File: src/rtl/fe_pkg.sv
// fe_pkg: shared state and cause encodings for the front-end flush sequencer
package fe_pkg;
  typedef enum logic [1:0] {IDLE = 2'd0, DRAIN = 2'd1, INV = 2'd2, REDIR = 2'd3} fe_state_t;
  typedef enum logic [1:0] {CS_EXP = 2'd0, CS_INT = 2'd1, CS_BP = 2'd2, CS_FENCE = 2'd3} fe_cause_t;
  localparam int unsigned NUM_CS = 4;
endpackage

File: src/rtl/fe_flush_arb.sv
// fe_flush_arb: fixed-priority picker, bit 0 highest, one-hot grant plus selected pc
module fe_flush_arb #(
  parameter int N = 4,
  parameter int W = 32
) (
  input  logic [N-1:0]   req,
  input  logic [N*W-1:0] pc_in,
  output logic [N-1:0]   gnt,
  output logic [W-1:0]   pc
);
  always_comb begin
    gnt = '0;
    pc = '0;
    for (int i = N - 1; i >= 0; i--) begin
      if (req[i]) begin
        gnt = '0;
        gnt[i] = 1'b1;
        pc = pc_in[i*W +: W];
      end
    end
  end
endmodule

File: src/rtl/fe_flush_ctrl.sv
// fe_flush_ctrl: arbitrates exception/interrupt/mispredict/fence flushes and sequences fence drain and icache invalidate
module fe_flush_ctrl
  import fe_pkg::*;
#(
  parameter int DRAIN_CYC = 3,
  parameter int PC_W = 32
) (
  input  logic            clk,
  input  logic            cpurst,
  input  logic            de_stall,
  input  logic            exe_stall,
  input  logic            memacc_stall,
  input  logic            exp_req,
  input  logic [PC_W-1:0] exp_pc,
  input  logic            int_req,
  input  logic [PC_W-1:0] int_pc,
  input  logic            bp_err,
  input  logic [PC_W-1:0] bp_pc,
  input  logic            fence_req,
  input  logic            fence_i,
  input  logic [PC_W-1:0] fence_nxt_pc,
  input  logic            wbuf_empty,
  input  logic            inv_done,
  output logic            fet_flush,
  output logic            fence_stall,
  output logic            redir_valid,
  output logic [PC_W-1:0] redir_pc,
  output logic            icache_inv,
  output logic            busy
);
  localparam int CW = $clog2(DRAIN_CYC + 2);
  fe_state_t state_q, state_d;
  logic [CW-1:0] cnt_q, cnt_d, cnt_nx;
  logic fi_q, fi_d, rv_q, rv_d, fs_q, fs_d, inv_q, inv_d;
  logic [PC_W-1:0] fpc_q, fpc_d, pc_q, pc_d, arb_pc;
  logic [NUM_CS-1:0] req, gnt;
  logic stall, take;
  assign stall = de_stall | exe_stall | memacc_stall;
  assign take = (state_q == IDLE) & ~stall;
  assign req[CS_EXP] = exp_req;
  assign req[CS_INT] = int_req & take;
  assign req[CS_BP] = bp_err & take;
  assign req[CS_FENCE] = fence_req & take;
  fe_flush_arb #(.N(NUM_CS), .W(PC_W)) u_arb (
    .req   (req),
    .pc_in ({fence_nxt_pc, bp_pc, int_pc, exp_pc}),
    .gnt   (gnt),
    .pc    (arb_pc)
  );
  always_comb begin
    state_d = state_q;
    cnt_d = cnt_q;
    fi_d = fi_q;
    fpc_d = fpc_q;
    rv_d = 1'b0;
    pc_d = pc_q;
    cnt_nx = (!stall && cnt_q != '0) ? cnt_q - CW'(1) : cnt_q;
    case (state_q)
      IDLE: if (gnt[CS_FENCE]) begin
        fi_d = fence_i;
        fpc_d = fence_nxt_pc;
        cnt_d = CW'(DRAIN_CYC);
        state_d = DRAIN;
      end
      DRAIN: begin
        cnt_d = cnt_nx;
        if (cnt_nx == '0 && wbuf_empty) state_d = fi_q ? INV : REDIR;
      end
      INV: if (inv_done) state_d = REDIR;
      default: begin
        state_d = IDLE;
        rv_d = 1'b1;
        pc_d = fpc_q;
      end
    endcase
    if (|gnt[2:0]) begin
      state_d = IDLE;
      rv_d = 1'b1;
      pc_d = arb_pc;
    end
    fs_d = state_d != IDLE;
    inv_d = state_d == INV;
  end
  always_ff @(posedge clk) begin
    if (cpurst) begin
      state_q <= IDLE;
      cnt_q <= '0;
      fi_q <= 1'b0;
      fpc_q <= '0;
      rv_q <= 1'b0;
      pc_q <= '0;
      fs_q <= 1'b0;
      inv_q <= 1'b0;
    end else begin
      state_q <= state_d;
      cnt_q <= cnt_d;
      fi_q <= fi_d;
      fpc_q <= fpc_d;
      rv_q <= rv_d;
      pc_q <= pc_d;
      fs_q <= fs_d;
      inv_q <= inv_d;
    end
  end
  assign fet_flush = rv_q;
  assign redir_valid = rv_q;
  assign redir_pc = pc_q;
  assign fence_stall = fs_q;
  assign icache_inv = inv_q;
  assign busy = state_q != IDLE;
endmodule
File: config.mk
export PLATFORM = sky130hd
export DESIGN_NAME = fe_flush_ctrl
export DESIGN_NICKNAME = d
export VERILOG_FILES = /design/src/rtl/fe_pkg.sv /design/src/rtl/fe_flush_arb.sv /design/src/rtl/fe_flush_ctrl.sv
export SDC_FILE = /design/constraint.sdc
export NUM_CORES = 1
export LEC_CHECK = 0
export CORE_MARGIN = 5
export CORE_UTILIZATION = 39
export CTS_CLUSTER_SIZE = 10
export DETAILED_ROUTE_END_ITERATION = 10
export PLACE_DENSITY = 0.84
export SLEW_MARGIN = 20
export SYNTH_ARGS = -nofsm -noshare
export SYNTH_HDL_FRONTEND = slang
export SYNTH_HIERARCHICAL = 1
export SYNTH_SLANG_ARGS = --single-unit
File: constraint.sdc
create_clock -name clk -period 2.6 [get_ports clk]
set_clock_uncertainty 0.2 [all_clocks]
set_input_delay 0.65 -clock clk [delete_from_list [all_inputs] [get_ports clk]]
set_output_delay 0.65 -clock clk [all_outputs]
set_load 0.01 [all_outputs]
==> impl_metrics.json <==
{
  "ant_nets": 0,
  "finalCriticalPeriod_ns": 2.48,
  "grt_pass1_wl_mm": 23.8,
  "outcome": "finished, final reports clean",
  "met3RoutedLength_mm": 1.05,
  "core_region_area_sq_um": 10300,
  "worstPathRequired_ns": 2.64,
  "highest_layer": "met4",
  "final_area_sq_um": 6420,
  "setup_viol": 0,
  "grt_usage_pct": 22.9,
  "layout-drive-gt1-share_pct": 19.2,
  "met1_length_mm": 6.04,
  "path_clk_slew_ns": 0.07,
  "syn-cell-area_sq_um": 4110,
  "critPathLaunchType": "primary input",
  "die-height_microns": 113,
  "hold_path.class": "register to register",
  "final.fill_count": 875,
  "antenna_found_initial": 0,
  "drtPass1Iterations": 5,
  "period_share_pct": 95.5,
  "dpl_cell_area_sq_um": 6050,
  "drtIter0Drc": 249,
  "grt_pass1_vias": 4754,
  "worst_slew_pin_slew_ns": 0.649,
  "clk_latency_ns": 0.33,
  "async_reset_ff_share_pct": 0,
  "cts_buffer_depth": 2,
  "ios": 177,
  "critical_path_arrival_ns": 2.52,
  "start_util_pct": 39.8,
  "cts_buffers": 9,
  "cp_max_fo": 8,
  "fin_nets": 821,
  "row_count": 37,
  "wl_met2_mm": 7.58,
  "place_congestion": 0.842,
  "syn_to_final_growth_pct": 56.2,
  "yosysWarnings": 6,
  "numPortBuffers": 176,
  "synth_flop_cell": "dfxtp_1",
  "dp_hpwl_mm": 10.8,
  "power_leakage_nw": 2.20,
  "die_w_microns": 113,
  "crit_path_cell_trace": "clkdlybuf4s50_1 -> nand2b_2 -> inv_1 -> nor3_4 -> buf_6 -> buf_12 -> nor2_1 -> a311oi_1",
  "die_area_sq_um": 12700,
  "clkSinkCount": 73,
  "hold_violations": 0,
  "ys_seq_area_share_pct": 35.5,
  "route.detailed.drc": 0,
  "n_antenna_cell": 0,
  "rsz0062_at_grt": "no",
  "wl_mm": 14.9,
  "cp-end-kind": "register",
  "grt_start_max_net_pins": 41,
  "grt.overflow.total": 0,
  "max_slew_margin_pct": 56.7,
  "synth_edf_count": 0,
  "root_buffer": "clkbuf_8",
  "drv_slew": 0,
  "ir_drop_v": 0.000301,
  "pwr_density_cell_nw_per_um2": 466,
  "setup.worst_path.class": "primary input to register",
  "slowest_stage": "clkdlybuf4s50_1",
  "ys_ff_latch": 73,
  "htreeDepth": 3,
  "tns_ns": 0,
  "cts_tree": "built",
  "max_stage_delay_ns": 0.64,
  "synth.distinct_cells": 38,
  "synth_area_per_cell_sq_um": 8.16,
  "num_vias": 4506,
  "maxCapViolCount": 0,
  "synth_cells": 504,
  "max_freq_mhz": 403,
  "wl_per_cell_microns": 18.1,
  "syn_nets": 646,
  "viasPerCell": 5.50
}
[final cells by class]
class | count | area, sq um | area share (%)
Timing Repair Buffer | 217 | 2160 | 33.6
Tap cell | 136 | 170 | 2.65
Clock inverter | 4 | 97.6 | 1.52
Inverter | 6 | 22.5 | 0.351
Sequential cell | 73 | 1460 | 22.7
Multi-Input combinational cell | 372 | 2350 | 36.6
Clock buffer | 12 | 165 | 2.57
[cells in the final DEF (no fill, tap or decap), types with 3 or more instances in the layout]
cell | Yosys | routed
a21oi_1 | 40 | 40
a21oi_2 | 29 | 29
a22oi_1 | 3 | 3
a22oi_2 | 27 | 27
a311oi_1 | 32 | 30
and2_4 | 0 | 4
buf_12 | 3 | 5
buf_4 | 5 | 30
buf_6 | 2 | 3
bufinv_16 | 0 | 3
clkbuf_8 | 3 | 12
clkdlybuf4s50_1 | 0 | 172
dfxtp_1 | 73 | 73
dlygate4sd2_1 | 0 | 3
inv_1 | 6 | 5
nand2_1 | 103 | 103
nand2b_1 | 5 | 4
nand3_1 | 32 | 32
nor2_1 | 39 | 37
o22ai_1 | 32 | 32
[per-layer routing]
metal / global-route usage (%) / up-vias
met3: 5.29 / 17
met5: 0 / -
met2: 41.0 / 184
met1: 26.7 / 2132
li1: - / 2173
met4: 7.85 / 0
[worst max-delay path, delay by kind of cell]
family	cells	cell delay, ns
buffers and inverters	4	1.04
and+or+nand+nor	3	0.60
AOI/OAI and AO/OA	1	0.22
[worst paths after layout]
kind / startpoint / endpoint / slack (ns) / depth (start not counted)
min reg2reg: fpc_q[3] / fpc_q[3] / 0.26 / 2
max: exp_req / redir_pc[20] / 0.12 / 8
min: fpc_q[3] / fpc_q[3] / 0.26 / 2
max reg2reg: state_q[0] / redir_pc[20] / 0.27 / 12
[state kept, by name, indices dropped and copies added (netlist names)]
| register | cells |
|---|---|
| fence_stall | 1 |
| icache_inv | 1 |
| cnt_q | 3 |
| fpc_q | 32 |
| state_q | 2 |
| fet_flush | 1 |
| redir_pc | 32 |
| fi_q | 1 |
[cells in the mapped netlist (all sizes together), types with 2 or more instances]
cell	number	area, sq um
dfxtp	73	1460
o21ai	2	10.0
a211oi	2	15.0
a21oi	69	454
a311oi	32	280
nor2	39	146
nand2	103	387
mux2i	2	20.0
nor3	2	10.0
o21ba	2	20.0
a22oi	32	403
inv	6	22.5
nand2b	5	31.3
buf	32	228
nor4	2	27.5
o22ai	32	200
nor2b	2	20.0
ha	2	25.0
nand3	32	160
and2	6	37.5
clkbuf	21	109
[power by group]
group	switching (mW)	leakage (nW)	total [mW]	internal [mW]
registers	0.0288	0.597	1.20	1.17
logic	0.272	1.47	0.661	0.389
clock network	0.424	0.129	1.14	0.717
total	0.725	2.20	3.00	2.27
[cells by family after synthesis]
family	share of synthesized area, %
and+or+nand+nor	20.5
AOI/OAI and AO/OA	34.2
DFF	35.5
buffers and inverters	8.73
muxes	0.487
adders and majority gates	0.608
[per-stage QoR]
step / instances / power (mW) / utilization, % / hold slack, ns / setup WS, ns
after detailed placement: 798 / 1.86 / 58.6 / 0.247 / -0.494
final: 820 / 3.00 / 62.2 / 0.256 / 0.116
after CTS: 819 / 3.00 / 61.7 / 0.256 / 0.0382
after global placement: 798 / 1.85 / 58.6 / 0.242 / -0.351
after floorplan: 504 / 1.47 / - / 0.237 / 0.0241
after global routing: 820 / 3.11 / 62.2 / 0.270 / 0.0124
[timing repair]
| item | CTS | global route |
|---|---|---|
| hold buffers | 0 | 0 |
| gates resized for setup | 12 | 7 |
| buffers inserted | 4 | 0 |
| gates cloned | 1 | 1 |
| endpoints found under the setup margin | 64 | 63 |
| pin swaps | 6 | 5 |
Note: power is estimated with default switching activity, not from simulation.
